### config.mk
export PLATFORM = sky130hd
export DESIGN_NAME = sl_transmitter
export DESIGN_NICKNAME = d
export VERILOG_FILES = /design/src/rtl/sl_pkg.sv /design/src/rtl/sl_tx_timer.sv /design/src/rtl/sl_transmitter.sv
export SDC_FILE = /design/constraint.sdc
export NUM_CORES = 1
export LEC_CHECK = 0
export ABC_AREA = 1
export CORE_UTILIZATION = 52
export DETAILED_ROUTE_END_ITERATION = 10
export MAX_ROUTING_LAYER = met4
export PLACE_DENSITY = 0.77
export SLEW_MARGIN = 40
export SYNTH_ARGS = -nofsm -noshare
export SYNTH_HDL_FRONTEND = slang
export SYNTH_HIERARCHICAL = 1
export SYNTH_SLANG_ARGS = --single-unit
### constraint.sdc
create_clock -name clk -period 3.5 [get_ports clk]
set_clock_uncertainty 0.15 [all_clocks]
set_input_delay 0.35 -clock clk [delete_from_list [all_inputs] [get_ports clk]]
set_output_delay 0.35 -clock clk [all_outputs]
set_load 0.01 [all_outputs]
### src/rtl/sl_pkg.sv
// Shared types and default timing constants for the SL line transmitter.
package sl_pkg;

    localparam int SL_PULSE_LEN = 16;
    localparam int SL_SPACE_LEN = 16;
    localparam int SL_GAP_LEN   = 16;
    localparam int SL_MIN_LEN   = 8;
    localparam int SL_MAX_LEN   = 32;
    localparam int SL_TIMER_W   = 8;

    typedef enum logic [2:0] {
        ST_IDLE,
        ST_BIT_LO,
        ST_BIT_HI,
        ST_PAR_LO,
        ST_PAR_HI,
        ST_STOP_LO,
        ST_STOP_HI,
        ST_GAP
    } sl_tx_state_e;

    // Symbol encoding shared with the receiver side.
    typedef enum logic [1:0] {
        SYM_ZERO,
        SYM_ONE,
        SYM_STOP,
        SYM_IDLE
    } sl_sym_e;

    // Line levels {sl1, sl0} for a symbol; a low level marks the symbol.
    function automatic logic [1:0] sym_to_lines(sl_sym_e sym);
        logic [1:0] lines;
        case (sym)
            SYM_ZERO: lines = 2'b10;
            SYM_ONE:  lines = 2'b01;
            SYM_STOP: lines = 2'b00;
            default:  lines = 2'b11;
        endcase
        return lines;
    endfunction

endpackage

### src/rtl/sl_tx_timer.sv
// Loadable down-counter for phase timing; holds at zero, where tc is high.
module sl_tx_timer #(
    parameter int WIDTH = 8
) (
    input  logic             clk,
    input  logic             reset,
    input  logic             load,
    input  logic [WIDTH-1:0] load_val,
    output logic [WIDTH-1:0] count,
    output logic             tc
);

    logic [WIDTH-1:0] count_q;

    // Reload on phase entry, otherwise count down and saturate at zero.
    always_ff @(posedge clk or posedge reset) begin
        if (reset) begin
            count_q <= '0;
        end else if (load) begin
            count_q <= load_val;
        end else if (count_q != '0) begin
            count_q <= count_q - WIDTH'(1);
        end
    end

    assign count = count_q;
    assign tc    = (count_q == '0);

endmodule

### src/rtl/sl_transmitter.sv
// Serialises a parallel word onto the two-wire SL line: LSB-first data
// symbols, an odd-parity symbol, a stop symbol, then an idle gap.
//
//  state      | meaning
//  -----------+-----------------------------------------------
//  ST_IDLE    | lines high, ready for a word
//  ST_BIT_LO  | line chosen by the current data bit held low
//  ST_BIT_HI  | both lines high after a data symbol
//  ST_PAR_LO  | line chosen by the parity bit held low
//  ST_PAR_HI  | both lines high after the parity symbol
//  ST_STOP_LO | both lines low (stop symbol)
//  ST_STOP_HI | both lines high after the stop symbol
//  ST_GAP     | idle gap; tx_done on its last cycle
module sl_transmitter
    import sl_pkg::*;
#(
    parameter int PULSE_LEN = SL_PULSE_LEN,
    parameter int SPACE_LEN = SL_SPACE_LEN,
    parameter int GAP_LEN   = SL_GAP_LEN,
    parameter int MIN_LEN   = SL_MIN_LEN,
    parameter int MAX_LEN   = SL_MAX_LEN
) (
    input  logic        clk,
    input  logic        reset,
    input  logic [31:0] tx_data,
    input  logic [5:0]  tx_len,
    input  logic        tx_inj_par,
    input  logic        tx_valid,
    output logic        tx_ready,
    output logic        sl0,
    output logic        sl1,
    output logic        tx_busy,
    output logic        tx_done,
    output logic        len_err
);

    localparam int TW = SL_TIMER_W;

    sl_tx_state_e    state_q, state_d;
    logic [31:0]     shift_q;
    logic [5:0]      len_q;
    logic [4:0]      bit_idx_q;
    logic            par_acc_q;
    logic            inj_q;

    logic            tmr_load;
    logic [TW-1:0]   tmr_val;
    logic [TW-1:0]   tmr_count;
    logic            tmr_tc;

    logic            accept;
    logic            len_ok;
    logic            last_bit;
    logic            bit_next;
    logic            par_bit;
    logic            done_d;
    sl_sym_e         sym_d;
    logic [1:0]      lines_d;

    logic            sl0_q, sl1_q, ready_q, busy_q, done_q, len_err_q;

    sl_tx_timer #(.WIDTH(TW)) u_timer (
        .clk      (clk),
        .reset    (reset),
        .load     (tmr_load),
        .load_val (tmr_val),
        .count    (tmr_count),
        .tc       (tmr_tc)
    );

    // State register.
    always_ff @(posedge clk or posedge reset) begin
        if (reset) begin
            state_q <= ST_IDLE;
        end else begin
            state_q <= state_d;
        end
    end

    // Next state, phase timer reloads and the symbol to present next cycle.
    always_comb begin
        state_d  = state_q;
        tmr_load = 1'b0;
        tmr_val  = '0;
        accept   = tx_valid && ready_q;
        len_ok   = (tx_len >= 6'(MIN_LEN)) && (tx_len <= 6'(MAX_LEN));
        last_bit = ({1'b0, bit_idx_q} >= (len_q - 6'd1));
        par_bit  = ~par_acc_q ^ inj_q;

        case (state_q)
            ST_IDLE: begin
                if (accept && len_ok) begin
                    state_d  = ST_BIT_LO;
                    tmr_load = 1'b1;
                    tmr_val  = TW'(PULSE_LEN - 1);
                end
            end
            ST_BIT_LO: begin
                if (tmr_tc) begin
                    state_d  = ST_BIT_HI;
                    tmr_load = 1'b1;
                    tmr_val  = TW'(SPACE_LEN - 1);
                end
            end
            ST_BIT_HI: begin
                if (tmr_tc) begin
                    state_d  = last_bit ? ST_PAR_LO : ST_BIT_LO;
                    tmr_load = 1'b1;
                    tmr_val  = TW'(PULSE_LEN - 1);
                end
            end
            ST_PAR_LO: begin
                if (tmr_tc) begin
                    state_d  = ST_PAR_HI;
                    tmr_load = 1'b1;
                    tmr_val  = TW'(SPACE_LEN - 1);
                end
            end
            ST_PAR_HI: begin
                if (tmr_tc) begin
                    state_d  = ST_STOP_LO;
                    tmr_load = 1'b1;
                    tmr_val  = TW'(PULSE_LEN - 1);
                end
            end
            ST_STOP_LO: begin
                if (tmr_tc) begin
                    state_d  = ST_STOP_HI;
                    tmr_load = 1'b1;
                    tmr_val  = TW'(SPACE_LEN - 1);
                end
            end
            ST_STOP_HI: begin
                if (tmr_tc) begin
                    state_d  = ST_GAP;
                    tmr_load = 1'b1;
                    tmr_val  = TW'(GAP_LEN - 1);
                end
            end
            ST_GAP: begin
                if (tmr_tc) begin
                    state_d = ST_IDLE;
                end
            end
            default: state_d = ST_IDLE;
        endcase

        // The shift register advances on the same edge that enters BIT_LO,
        // so look at the bit that will be current after that edge.
        case (state_q)
            ST_IDLE:   bit_next = tx_data[0];
            ST_BIT_HI: bit_next = shift_q[1];
            default:   bit_next = shift_q[0];
        endcase

        case (state_d)
            ST_BIT_LO:  sym_d = bit_next ? SYM_ONE : SYM_ZERO;
            ST_PAR_LO:  sym_d = par_bit ? SYM_ONE : SYM_ZERO;
            ST_STOP_LO: sym_d = SYM_STOP;
            default:    sym_d = SYM_IDLE;
        endcase
        lines_d = sym_to_lines(sym_d);

        // Registered so that tx_done is high during the last GAP cycle.
        done_d = ((state_q == ST_GAP) && (tmr_count == TW'(1)))
              || ((state_q == ST_STOP_HI) && tmr_tc && (GAP_LEN == 1));
    end

    // Word latch, shift register, bit index and serial parity accumulator.
    always_ff @(posedge clk or posedge reset) begin
        if (reset) begin
            shift_q   <= '0;
            len_q     <= '0;
            bit_idx_q <= '0;
            par_acc_q <= 1'b0;
            inj_q     <= 1'b0;
        end else if ((state_q == ST_IDLE) && accept && len_ok) begin
            shift_q   <= tx_data;
            len_q     <= tx_len;
            bit_idx_q <= '0;
            par_acc_q <= 1'b0;
            inj_q     <= tx_inj_par;
        end else begin
            if ((state_q == ST_BIT_LO) && tmr_tc) begin
                par_acc_q <= par_acc_q ^ shift_q[0];
            end
            if ((state_q == ST_BIT_HI) && tmr_tc && !last_bit) begin
                shift_q   <= {1'b0, shift_q[31:1]};
                bit_idx_q <= bit_idx_q + 5'd1;
            end
        end
    end

    // Output registers, driven from the next-state view so they line up with the FSM.
    always_ff @(posedge clk or posedge reset) begin
        if (reset) begin
            sl0_q     <= 1'b1;
            sl1_q     <= 1'b1;
            ready_q   <= 1'b1;
            busy_q    <= 1'b0;
            done_q    <= 1'b0;
            len_err_q <= 1'b0;
        end else begin
            sl0_q     <= lines_d[0];
            sl1_q     <= lines_d[1];
            ready_q   <= (state_d == ST_IDLE) && !accept;
            busy_q    <= (state_d != ST_IDLE);
            done_q    <= done_d;
            len_err_q <= accept && !len_ok;
        end
    end

    assign sl0      = sl0_q;
    assign sl1      = sl1_q;
    assign tx_ready = ready_q;
    assign tx_busy  = busy_q;
    assign tx_done  = done_q;
    assign len_err  = len_err_q;

endmodule

# Word level (Yosys, flattened, before mapping)
# Cells that the tools add are included.
op_classes:
  shifts: 0
  n_mul: 0
  eq_ne: 13
  mux: 29
  n_addsub: 3
  reduce_logical: 24
  order_cmp: 3
  div: 0
  bitwise_logic: 3
op_table:
  columns: ["cell", "count"]
  rows:
  - ["$mux 32", 2]
  - ["$mux 3", 8]
  - ["$pmux 3 s8", 1]
  - ["$mux 8", 2]
  - ["$eq 3x3->1 const B", 5]
  - ["$pmux 2 s3", 2]
  - ["$logic_and 1x1->1", 11]
  - ["$mux 5", 2]
  - ["$eq 3x2->1 const B", 3]
  - ["$eq 8x1->1 const B", 1]
  - ["$logic_not 8->1", 1]
  - ["$mux 4", 2]
  - ["$pmux 4 s2", 1]
  - ["$reduce_bool 8->1", 1]
  - ["$sub 8x1->8 const B", 1]
  - ["$eq 3x1->1 const B", 2]
  - ["$ge 5x6->1", 1]
  - ["$ge 6x4->1 const B", 1]
  - ["$le 6x6->1 const B", 1]
  - ["$logic_not 3->1", 2]
  - ["$mux 1", 6]
  - ["$reduce_bool 2->1", 3]
  - ["$reduce_or 6->1", 1]
  - ["$sub 6x1->6 const B", 1]
  - ["10 further kinds", 14]
word_totals:
  memories: 0
  out_inout_bits: 6
  word_cells: 88
  ramBits: 0
  latchBits: 0
  regBits: 62
  rom_bits: 0

# Longest topological paths before layout
# Gate-level depths: netlist (run 1).
depth:
  word_depth: 9
  depth_mapped: 17
  depth_no_buf: 17

# Hierarchy
# The synthesis (run 1) kept the hierarchy.
modules_own_cells:
  columns: ["mod", "cells_each", "area_each_um2", "n_inst"]
  rows:
  - ["sl_transmitter", 355, 2875.3, 1]
  - ["sl_tx_timer", 71, 530.5, 1]

# Least setup slack after synthesis (run 1)
# No wires, ideal clock.
synth_timing:
  path_kind: "reg2reg"
  from: "register u_timer.count_q[0] (netlist: u_timer/count[0])"
  to: "register u_timer.count_q[1] (netlist: u_timer/count[1])"
  path_stages_with_launch: 14
  arrival_ns: 2.129
  period_less_slack_ns: 2.353
  setup_slack_ns: 1.147
  setup_ns: 0.074
  path_cell_list: "dfrtp_1 > inv_1 > ha_1 > nand2_4 > nor2_8 > inv_1 > nor2_1 > nor2_1 > a21oi_1 > buf_4 > nand2_1 > o21ai_0 > nand2_1 > o21ai_2"
synth_via:
  elab_chain_len: 4
  word_cells_on_any_way: 10
  classes_between: "add/sub (1); mux (6); reduce/logical (3)"
synth_lines:
  columns: ["item", "line", "text"]
  rows:
  - ["from (decl)", "sl_tx_timer.sv:13", "logic [WIDTH-1:0] count_q;"]
  - ["from (signal assigned)", "sl_tx_timer.sv:20", "count_q <= load_val;"]
  - ["from (signal assigned)", "sl_tx_timer.sv:22", "count_q <= count_q - WIDTH'(1);"]
  - ["$logic_not 8->1 (*)", "sl_tx_timer.sv:27", "assign tc = (count_q == '0);"]
  - ["net tmr_tc", "sl_transmitter.sv:49", "logic tmr_tc;"]
  - ["$mux 1 (*)", null, null]
  - ["$pmux 1 s2 (*)", "sl_transmitter.sv:90", "case (state_q)"]
  - ["net tmr_load", "sl_transmitter.sv:46", "logic tmr_load;"]
  - ["$mux 8 or $reduce_bool 2->1 (tied branches)", null, null]
# Mark *: on every way through the listed nets, which the timed path passes. The rest lies on a longest branch. The select of a mux whose other input is x is not followed.
# A chain may end at the register's enable or synchronous reset.

# Worst setup path in the final report (run 1)
layout_timing:
  from: "register len_q[0]"
  to: "register shift_q[6]"
layout_via:
  elab_chain_len: 5
layout_lines:
  columns: ["item", "line", "text"]
  rows:
  - ["from (decl)", "sl_transmitter.sv:41", "logic [5:0] len_q;"]
  - ["from (signal assigned)", "sl_transmitter.sv:179", "len_q <= tx_len;"]
  - ["$sub 6x1->6", "sl_transmitter.sv:87", "last_bit = ({1'b0, bit_idx_q} >= (len_q - 6'd1));"]
  - ["$ge 5x6->1", "sl_transmitter.sv:87", null]
  - ["$logic_not 1->1", "sl_transmitter.sv:187", "if ((state_q == ST_BIT_HI) && tmr_tc && !last_bit) begin"]
  - ["$logic_and 1x1->1", "sl_transmitter.sv:187", null]
  - ["$reduce_bool 2->1 (no line)", null, null]
  - ["to (signal assigned)", "sl_transmitter.sv:178", "shift_q <= tx_data;"]
  - ["to (signal assigned)", "sl_transmitter.sv:188", "shift_q <= {1'b0, shift_q[31:1]};"]
  - ["to (decl)", "sl_transmitter.sv:40", "logic [31:0] shift_q;"]
# Every way passes these cells.

==> results of run 1 <==
==> logic make-up (layout without fill, tap and decap cells) <==
kind of cell    count (synthesis)  count (layout)
compound gates                 28              28
xor+xnor                       12              12
fa+ha+maj                       8               8
buf+inv                        58             108
flops                          62              62
other cells                     1               4
simple gates                  257             257
==> metal layers <==
layer  routed length, um  up-vias  part of all wire
met1                3160     1330              0.45
met3                 322       14             0.046
li1                    -     1446                 -
met5                   0        -                 0
met4                 129        0             0.019
met2                3352       60              0.48
==> registers in the layout, indices dropped and copies added, names as in the netlist <==
| signal | cells |
|---|---|
| tx_ready | 1 |
| sl0 | 1 |
| tx_done | 1 |
| sl1 | 1 |
| inj_q | 1 |
| len_q | 6 |
| shift_q | 32 |
| u_timer/count | 8 |
| len_err | 1 |
| state_q | 3 |
| bit_idx_q | 5 |
| par_acc_q | 1 |
| tx_busy | 1 |
==> layout by cell type (no fill, tap or decap), drive strengths merged <==
cell and n:
nand3 63, dfstp 3, clkbuf 9, nor2 39
bufinv 1, nor3 2, buf 2, nand2 147
nor4 2, inv 44, xor2 10, o21ai 24
nand4 3, clkinvlp 1, xnor2 2, and3 1
o211ai 1, conb 4, dfrtp 59, clkinv 4
a21oi 3, ha 8, clkdlybuf4s50 47
==> power groups by stage <==
stage               Combinational [mW]  Clock (mW)  Sequential (mW)
detailed placement               0.722           0             1.06
CTS                              0.729       0.651             1.05
finish                           0.724       0.636             1.05
global placement                 0.689           0             1.05
global route                     0.823       0.690             1.07
floorplan                        0.526           0             1.04
==> final cells by class <==
class / count / area, um^2 / area share
multi-input combinational: 309 / 1568 / 0.3855
sequential: 62 / 1555 / 0.3825
timing repair buffer: 49 / 485.5 / 0.1194
inverter: 43 / 163.9 / 0.04031
clock buffer: 9 / 123.9 / 0.03046
tap: 77 / 96.34 / 0.02369
clock inverter: 7 / 73.82 / 0.01815
==> critical path: cells and delay by family (launching register included) <==
| family | cells | cell delay (ns) |
|---|---|---|
| and+or+nand+nor | 11 | 1.14 |
| adders and majority gates | 2 | 0.45 |
| DFF | 1 | 0.36 |
| buffers and inverters | 2 | 0.17 |
| xor gates and xnor gates | 1 | 0.13 |
==> worst max path at each step <==
stage                           startpoint                to  slack (ns)  depth (start not counted)
after global placement           tx_len[5]       shift_q[25]        0.92                         10
after global routing              len_q[0]       shift_q[14]        0.68                         16
final                             len_q[0]        shift_q[6]        0.95                         16
after detailed placement         tx_len[5]       shift_q[10]        0.85                         10
after CTS                         len_q[0]       shift_q[10]        0.93                         16
after floorplan           u_timer/count[0]  u_timer/count[1]        1.15                         13
==> results.sh, run 1 <==
export IMPL_outcome="finished, final reports clean"
export IMPL_routedWlPerCell_um=12.53
export IMPL_finalInstanceArea_um2=4066
export IMPL_synth_simple_area_share=0.3450
export IMPL_synth_fa_ha_area_frac=0.02939
export IMPL_grt_pass1_wl_um=12160
export IMPL_switching_share=0.3562
export IMPL_synth_top_cell_area_share=0.4335
export IMPL_tns_ns=0
export IMPL_yosys_cell_count_top_type="nand2_1"
export IMPL_grt_busiest_layer="met2"
export IMPL_clk_pin_slew_ns=0.07
export IMPL_grt_ovfl_total=0
export IMPL_synth_compound_area_frac=0.04849
export IMPL_leakage_nw=1.997
export IMPL_io_pins=48
export IMPL_required_ns=3.58
export IMPL_synth_avg_cell_area_um2=7.995
export IMPL_synth_cell_types=32
export IMPL_p_total_mw=2.410
export IMPL_cts_tree="yes"
export IMPL_drc_errors=0
export IMPL_vias=2850
export IMPL_power_frac_comb=0.301
export IMPL_root_buffer="clkbuf_8"
export IMPL_synth_seq_cells=62
export IMPL_cts_resized=0
export IMPL_drtPass1Iterations=5
export IMPL_area_growth_pct=19.40
export IMPL_critPathKind="flop to flop"
export IMPL_p_per_area_nw_per_um2=592.6
export IMPL_layoutNonFillerInstCount=556
export IMPL_port_buffer_count=47
export IMPL_utilization=0.6404
export IMPL_postPlaceCellArea_um2=3869
export IMPL_use_met2=0.3644
export IMPL_setup_slack_ns=0.9486
export IMPL_grt_setup_unrepaired="no"
export IMPL_max_freq_mhz=391.9
export IMPL_cts_htree_levels=3
export IMPL_arrival_ns=2.63
export IMPL_synthTopCellsByCount="nand2_1, nand3_1, dfrtp_1"
export IMPL_maxCapViolations=0
export IMPL_syn_cell_area_um2=3406
export IMPL_crit_chain="inv_1 -> ha_1 -> xnor2_1 -> ha_1 -> nand2_1 -> inv_1 -> nand2_1 -> nand2_1 -> nand2_1 -> nand2_1 -> nand2_2 -> nand2_4 -> nor2_8 -> nor2_8 -> nand2_1 -> nand3_1"
export IMPL_grt_met3_usage=0.05268
export IMPL_track_usage=0.2292
export IMPL_nets=524
export IMPL_yosys_warnings=6
export IMPL_timing_hold_ws_ns=0.1491
export IMPL_p_int_mw=1.551
export IMPL_die_area_um2=6877
export IMPL_place_hpwl_um=4764
export IMPL_die_x_um=82.93
export IMPL_max_vdd_ir_drop_mv=0.3693
export IMPL_placedCellCount=540
export IMPL_grt_start_max_net_pins=51
export IMPL_clock_power_share=0.264
export IMPL_synth_cells=426
export IMPL_wl_um=6964
export IMPL_p_switching_uw=858.3
export IMPL_dp_slack_ns=0.8507
export IMPL_cp_common_cell="nand2_1"
export IMPL_hold_viol=0
export IMPL_fp_dieH_um=82.93
export IMPL_drtIter0Drc=219
export IMPL_diodes=0
export IMPL_slew_viol_final=0
export IMPL_finalCritPeriodShare=0.7290
export IMPL_synth_mux_area_fraction=0
export IMPL_synth_top_family_by_area="simple AND/OR/NAND/NOR gates"
export IMPL_rows=29
export IMPL_slowest_delay_ns=0.40
export IMPL_grt_pass1_vias=2742
export IMPL_yosysTopAreaCell="dfrtp_1"
export IMPL_critPathSlowestCell="nor2_8"
export IMPL_clockBufferDepth=2
export IMPL_numCtsBuffers=9
export IMPL_dominantRegCellSynth="dfrtp_1"
export IMPL_synth_xor_area_frac=0.03306
export IMPL_timing_rr_end="shift_q[6]"
export IMPL_synth_area_leaders="dfrtp_1, nand2_1, nand3_1"
export IMPL_cts_setup_buffers=0
export IMPL_seq_area_frac_synth=0.4566
export IMPL_clkSinkCount=62
export IMPL_rr_startpoint="len_q[0]"
export IMPL_drive_gt1_frac=0.1023
export IMPL_finalSetupViolCount=0
export IMPL_reg2reg_slack_ns=0.95
export IMPL_antenna_found_initial=0
export IMPL_ff2ff_path_depth=16
export IMPL_start_kind="flop"
export IMPL_start_util=0.5364
export IMPL_critical_path_max_fanout=34
export IMPL_seqPwrFrac=0.435
export IMPL_met1_usage=0.2836
export IMPL_postCtsHoldBufs=0
export IMPL_synth_async_reset_ratio=1.000
export IMPL_core_um2=6350
export IMPL_via_per_inst=5.126
export IMPL_postRouteAntennaNets=0
export IMPL_fin_crit_ns=2.551
export IMPL_hold_path_class="primary input to async pin"
export IMPL_clkLatencyLatePin_ns=0.35
export IMPL_end_kind="flop"
export IMPL_gp_congestion=0.8818
export IMPL_fillers=542
export IMPL_synth_edff_count=0
(Power assumes the default switching activity.)
==> run 2: changes to the inputs <==
--- a/config.mk
+++ b/config.mk
@@ -6,10 +6,10 @@
 export NUM_CORES = 1
 export LEC_CHECK = 0
 export ABC_AREA = 1
-export CORE_UTILIZATION = 52
+export CORE_UTILIZATION = 49
 export DETAILED_ROUTE_END_ITERATION = 10
 export MAX_ROUTING_LAYER = met4
-export PLACE_DENSITY = 0.77
+export PLACE_DENSITY = 0.76
 export SLEW_MARGIN = 40
 export SYNTH_ARGS = -nofsm -noshare
 export SYNTH_HDL_FRONTEND = slang
==> constraint.sdc (replaced) <==
create_clock -name clk -period 2.3 [get_ports clk]
set_clock_uncertainty 0.15 [all_clocks]
set_input_delay 0.23 -clock clk [delete_from_list [all_inputs] [get_ports clk]]
set_output_delay 0.23 -clock clk [all_outputs]
set_load 0.01 [all_outputs]
==> results.sh, run 2 (synthesized netlist as in run 1, its figures left out) <==
export IMPL_clkLatencyLatePin_ns=0.34
export IMPL_clock_power_share=0.268
export IMPL_leakage_nw=2.261
export IMPL_arrival_ns=2.48
export IMPL_critPathSlowestCell="dfrtp_1"
export IMPL_largest_register="shift_q"
export IMPL_antenna_found_initial=0
export IMPL_reg2reg_slack_ns=-0.06
export IMPL_slowest_delay_ns=0.38
export IMPL_die_area_um2=7288
export IMPL_p_int_mw=2.600
export IMPL_crit_start="len_q[1]"
export IMPL_fillers=534
export IMPL_finalInstanceArea_um2=4541
export IMPL_cp_common_cell="nand2_1"
export IMPL_max_vdd_ir_drop_mv=0.3687
export IMPL_critPathKind="flop to flop"
export IMPL_power_frac_comb=0.317
export IMPL_end_kind="flop"
export IMPL_wl_um=7729
export IMPL_clockBufferDepth=2
export IMPL_fp_dieH_um=85.37
export IMPL_final_common_cell="nand2_1"
export IMPL_clkSinkCount=62
export IMPL_multi_input_area_um2=1754
export IMPL_rr_startpoint="len_q[1]"
export IMPL_nets=545
export IMPL_critical_path_buf_inv_count=2
export IMPL_drive_gt1_frac=0.2220
export IMPL_placedCellCount=554
export IMPL_timing_rr_end="shift_q[28]"
export IMPL_ff2ff_path_depth=15
export IMPL_required_ns=2.42
export IMPL_core_um2=6756
export IMPL_switching_share=0.3356
export IMPL_maxCapViolations=0
export IMPL_slew_viol_final=0
export IMPL_max_freq_mhz=424.2
export IMPL_hold_path_class="primary input to async pin"
export IMPL_fin_crit_ns=2.357
export IMPL_diodes=0
export IMPL_vias=2963
export IMPL_gp_congestion=0.9106
export IMPL_drtIter0Drc=153
export IMPL_routedWlPerCell_um=13.33
export IMPL_finalSetupViolCount=21
export IMPL_cts_htree_levels=3
export IMPL_rows=30
export IMPL_outcome="finished with violations"
export IMPL_grt_setup_unrepaired="yes"
export IMPL_crit_chain="inv_2 -> ha_2 -> ha_1 -> nand2_1 -> nand2_1 -> nand2_1 -> nand2_1 -> nand2_1 -> nand2_1 -> nand2_2 -> nand2_4 -> nor2_8 -> buf_6 -> nand3_1 -> nand3_2"
export IMPL_p_per_area_nw_per_um2=861.8
export IMPL_setup_slack_ns=-0.05713
export IMPL_port_buffer_count=47
export IMPL_failed_checks="DRC, setup timing"
export IMPL_via_per_inst=5.109
export IMPL_track_usage=0.2304
export IMPL_seqPwrFrac=0.415
export IMPL_place_hpwl_um=4978
export IMPL_drc_errors=1
export IMPL_largest_register_ffs=32
export IMPL_postCtsHoldBufs=0
export IMPL_dp_slack_ns=-0.04851
export IMPL_layoutNonFillerInstCount=580
export IMPL_area_growth_pct=33.32
export IMPL_root_buffer="clkbuf_8"
export IMPL_critical_path_max_fanout=17
export IMPL_hold_viol=0
export IMPL_p_total_mw=3.913
export IMPL_timing_hold_ws_ns=0.03958
export IMPL_start_kind="flop"
export IMPL_finalCritPeriodShare=1.025
export IMPL_clk_pin_slew_ns=0.07
export IMPL_postPlaceCellArea_um2=4009
export IMPL_final_cell_mix="nand2_1, dfrtp_1, nand3_1, clkdlybuf4s50_1, inv_1"
export IMPL_grt_ovfl_total=0
export IMPL_start_util=0.5041
export IMPL_drtPass1Iterations=7
export IMPL_p_switching_mw=1.313
export IMPL_grt_pass1_wl_um=12830
export IMPL_cts_tree="yes"
export IMPL_numCtsBuffers=9
export IMPL_regArea_um2=1555
export IMPL_postRouteAntennaNets=0
export IMPL_io_pins=48
export IMPL_path_delay_family="simple AND/OR/NAND/NOR gates"
export IMPL_grt_pass1_vias=2881
export IMPL_die_x_um=85.37
export IMPL_grt_start_max_net_pins=55
[run 2: worst max-delay path by stage]
stage | depth (start not counted) | slack, ns | to
2_1_floorplan | 12 | 0.11 | u_timer/count[1]
3_3_place_gp | 16 | 0.07 | shift_q[9]
3_5_place_dp | 16 | -0.05 | shift_q[28]
4_1_cts | 16 | 0.006 | shift_q[28]
5_1_grt | 17 | -0.20 | shift_q[26]
6_report | 15 | -0.06 | shift_q[28]
[run 2: layer usage]
| metal | part of all wire | routed length (um) | track usage |
|---|---|---|---|
| met5 | 0 | 0 | - |
| met4 | 0.019 | 144 | 0.1106 |
| met3 | 0.057 | 440 | 0.03696 |
| met2 | 0.47 | 3669 | 0.3666 |
| met1 | 0.45 | 3474 | 0.2887 |
[run 2: layout make-up]
type	instances	share of cell area
clock buffer	12	0.03196
clock inverter	4	0.01543
tap	80	0.02204
multi-input combinational	309	0.3863
inverter	43	0.03610
sequential	62	0.3425
timing repair buffer	70	0.1656
[run 2: power by group through the flow]
| stage | combinational [mW] | sequential, mW | clock, mW |
|---|---|---|---|
| global route | 1.44 | 1.66 | 1.11 |
| finish | 1.24 | 1.62 | 1.05 |
| detailed placement | 1.12 | 1.61 | 0 |
| global placement | 1.08 | 1.60 | 0 |
| floorplan | 0.801 | 1.58 | 0 |
| CTS | 1.14 | 1.60 | 1.06 |
[run 2: repair_timing]
item / CTS / global route
gates cloned: 0 / 3
endpoints found under the setup margin: 27 / 41
gates resized for setup: 4 / 49
pin swaps: 0 / 8
buffers inserted: 0 / 7
[run 2: through the flow]
| stage | util | setup TNS [ns] |
|---|---|---|
| CTS | 0.6261 | 0 |
| finish | 0.6720 | -0.4612 |
| global route | 0.6720 | -6.023 |
| global placement | 0.5933 | 0 |
| floorplan | - | 0 |
| detailed placement | 0.5933 | -0.2224 |
==> run 3: changes to the inputs <==
--- a/config.mk
+++ b/config.mk
@@ -5,7 +5,6 @@
 export SDC_FILE = /design/constraint.sdc
 export NUM_CORES = 1
 export LEC_CHECK = 0
-export ABC_AREA = 1
 export CORE_UTILIZATION = 49
 export DETAILED_ROUTE_END_ITERATION = 10
 export MAX_ROUTING_LAYER = met4
==> results.sh, run 3 <==
export IMPL_required_ns=2.40
export IMPL_postPlaceCellArea_um2=4086
export IMPL_die_x_um=82.81
export IMPL_critical_path_buf_inv_count=2
export IMPL_cts_tree="yes"
export IMPL_numCtsBuffers=9
export IMPL_utilization=0.7388
export IMPL_start_kind="flop"
export IMPL_synth_edff_count=0
export IMPL_leakage_nw=2.089
export IMPL_timing_rr_end="shift_q[28]"
export IMPL_clkLatencyLatePin_ns=0.34
export IMPL_crit_chain="buf_6 -> or4_4 -> o21a_1 -> o31ai_4 -> and2_4 -> buf_6 -> nand2_1 -> a21oi_1"
export IMPL_met2WireLength_um=4429
export IMPL_grt_pass1_wl_um=13120
export IMPL_fillers=450
export IMPL_synthTopCellsByCount="a21oi_1, nand2_1, dfrtp_1"
export IMPL_dominantRegCellSynth="dfrtp_1"
export IMPL_antenna_found_initial=0
export IMPL_rr_startpoint="len_q[0]"
export IMPL_drive_gt1_frac=0.2781
export IMPL_slew_viol_final=0
export IMPL_area_growth_pct=45.80
export IMPL_die_area_um2=6857
export IMPL_largest_register_ffs=32
export IMPL_yosys_cell_count_top_type="a21oi_1"
export IMPL_timing_hold_ws_ns=0.04527
export IMPL_port_buffer_count=47
export IMPL_max_slew_worst_pin_slew_ns=0.7308
export IMPL_multi_input_area_um2=1768
export IMPL_core_um2=6314
export IMPL_clk_pin_slew_ns=0.08
export IMPL_grt_ovfl_total=0
export IMPL_reg2reg_slack_ns=-0.25
export IMPL_finalCritPeriodShare=1.108
export IMPL_nets=516
export IMPL_synth_avg_cell_area_um2=8.694
export IMPL_critPathKind="flop to flop"
export IMPL_outcome="finished with violations"
export IMPL_final_common_cell="nand2_1"
export IMPL_tns_ns=-5.978
export IMPL_dp_slack_ns=-0.4786
export IMPL_dr_wl_met3_um=206
export IMPL_setup_slack_ns=-0.2491
export IMPL_maxCapViolations=0
export IMPL_met1_length_um=3678
export IMPL_routedWlPerCell_um=15.37
export IMPL_ff2ff_path_depth=8
export IMPL_grt_start_max_net_pins=41
export IMPL_synth_cell_types=51
export IMPL_synth_seq_cells=62
export IMPL_postCtsHoldBufs=0
export IMPL_yosys_warnings=6
export IMPL_start_util=0.5067
export IMPL_critical_path_max_fanout=14
export IMPL_place_hpwl_um=5197
export IMPL_root_buffer="clkbuf_8"
export IMPL_rows=29
export IMPL_hold_viol=0
export IMPL_p_per_area_nw_per_um2=1015
export IMPL_wl_um=8424
export IMPL_synth_cells=368
export IMPL_path_delay_family="simple AND/OR/NAND/NOR gates"
export IMPL_fin_crit_ns=2.549
export IMPL_finalInstanceArea_um2=4664
export IMPL_postRouteAntennaNets=0
export IMPL_regArea_um2=1555
export IMPL_track_usage=0.2441
export IMPL_synth_top_cell_area_share=0.4615
export IMPL_failed_checks="setup timing"
export IMPL_clkSinkCount=62
export IMPL_max_freq_mhz=392.3
export IMPL_clockBufferDepth=2
export IMPL_diodes=0
export IMPL_cp_common_cell="buf_6"
export IMPL_seq_area_frac_synth=0.4861
export IMPL_via_per_inst=5.447
export IMPL_hold_path_class="primary input to async pin"
export IMPL_arrival_ns=2.65
export IMPL_grt_setup_unrepaired="yes"
export IMPL_yosysTopAreaCell="dfrtp_1"
export IMPL_grt_pass1_vias=2925
export IMPL_drtPass1Iterations=5
export IMPL_largest_register="shift_q"
export IMPL_vias=2985
export IMPL_io_pins=48
export IMPL_critPathSlowestCell="or4_4"
export IMPL_end_kind="flop"
export IMPL_drtIter0Drc=178
export IMPL_drc_errors=0
export IMPL_slowest_delay_ns=0.53
export IMPL_final_cell_mix="nand2_1, dfrtp_1, a21oi_1, buf_4, clkdlybuf4s50_1"
export IMPL_max_vdd_ir_drop_mv=0.7070
export IMPL_synth_area_leaders="dfrtp_1, a21oi_1, nand2_1"
export IMPL_syn_cell_area_um2=3199
export IMPL_fp_dieH_um=82.81
export IMPL_top_layer="met4"
export IMPL_cts_htree_levels=3
export IMPL_synth_async_reset_ratio=1.000
export IMPL_gp_congestion=0.8516
export IMPL_finalSetupViolCount=41
export IMPL_relSlewSlack=0.5060
==> run 3: changes by cell type in the layout (fill, tap and decap cells not counted), sizes merged, moves of 6 or more <==
cell and change:
xor2 -7, nor2 +8, inv -32, nand2 -83
xnor2 +7, o21ai -16, nand3 -60, buf +38
a21oi +66, nor3 +6
==> run 3: worst reg2reg max path: cells and delay by family, from the launching register on <==
kind / cells / cell delay (ns)
buffers and inverters: 2 / 0.30
AO/OA/AOI/OAI: 3 / 0.73
flip-flops: 1 / 0.40
AND/OR/NAND/NOR: 3 / 0.89
==> run 3: worst max-delay path by stage <==
stage,startpoint,to,slack (ns),depth (start not counted)
2_1_floorplan,u_timer/count[0],bit_idx_q[4],-0.35,12
3_3_place_gp,tx_len[0],u_timer/count[6],-0.44,8
3_5_place_dp,tx_len[5],u_timer/count[6],-0.48,8
4_1_cts,len_q[0],shift_q[0],-0.08,8
5_1_grt,len_q[0],shift_q[28],-0.30,8
6_report,len_q[0],shift_q[28],-0.25,8
==> run 3: area by class of cell <==
cell class,count,share of cell area
Tap cell,77,0.02065
Inverter,10,0.008047
Sequential cell,62,0.3334
Timing Repair Buffer,107,0.2165
Multi-Input combinational cell,276,0.3790
Clock inverter,7,0.01583
Clock buffer,9,0.02656
==> run 3: stage by stage <==
stage	total power, mW	cells
final	4.736	548
after global routing	5.021	548
after CTS	4.550	542
after detailed placement	3.382	519
after global placement	3.291	519
after floorplan	2.665	371
==> run 3: report_power, final <==
group / switching (mW) / internal, mW / leakage [nW] / total (mW)
Combinational: 0.996 / 1.10 / 1.33 / 2.10
Clock: 0.456 / 0.503 / 0.0996 / 0.959
Sequential: 0.245 / 1.43 / 0.658 / 1.68
Total: 1.70 / 3.04 / 2.09 / 4.74
==> run 3: timing repair <==
item	CTS	global route
cloned	1	2
buffers inserted	6	4
setup endpoints to repair	47	51
pin swaps	6	13
gates resized for setup	30	29
==> run 3: cells by family (layout without fill, tap and decap cells) <==
family,Yosys count,count (layout),share of synthesized area
muxes,3,3,0.009386
DFF,62,62,0.4861
AOI/OAI and AO/OA,98,98,0.1748
xor gates and xnor gates,12,12,0.03285
and+or+nand+nor,151,151,0.2167
buffers and inverters,33,133,0.04771
other,1,4,0.001172
adders and majority gates,8,8,0.03129
==> run 3: metal layers <==
layer  up-vias  global-route usage
li1       1455                   -
met1      1469              0.3042
met2        49              0.4016
met3        12             0.04175
met4         0             0.08934
met5         -                   -
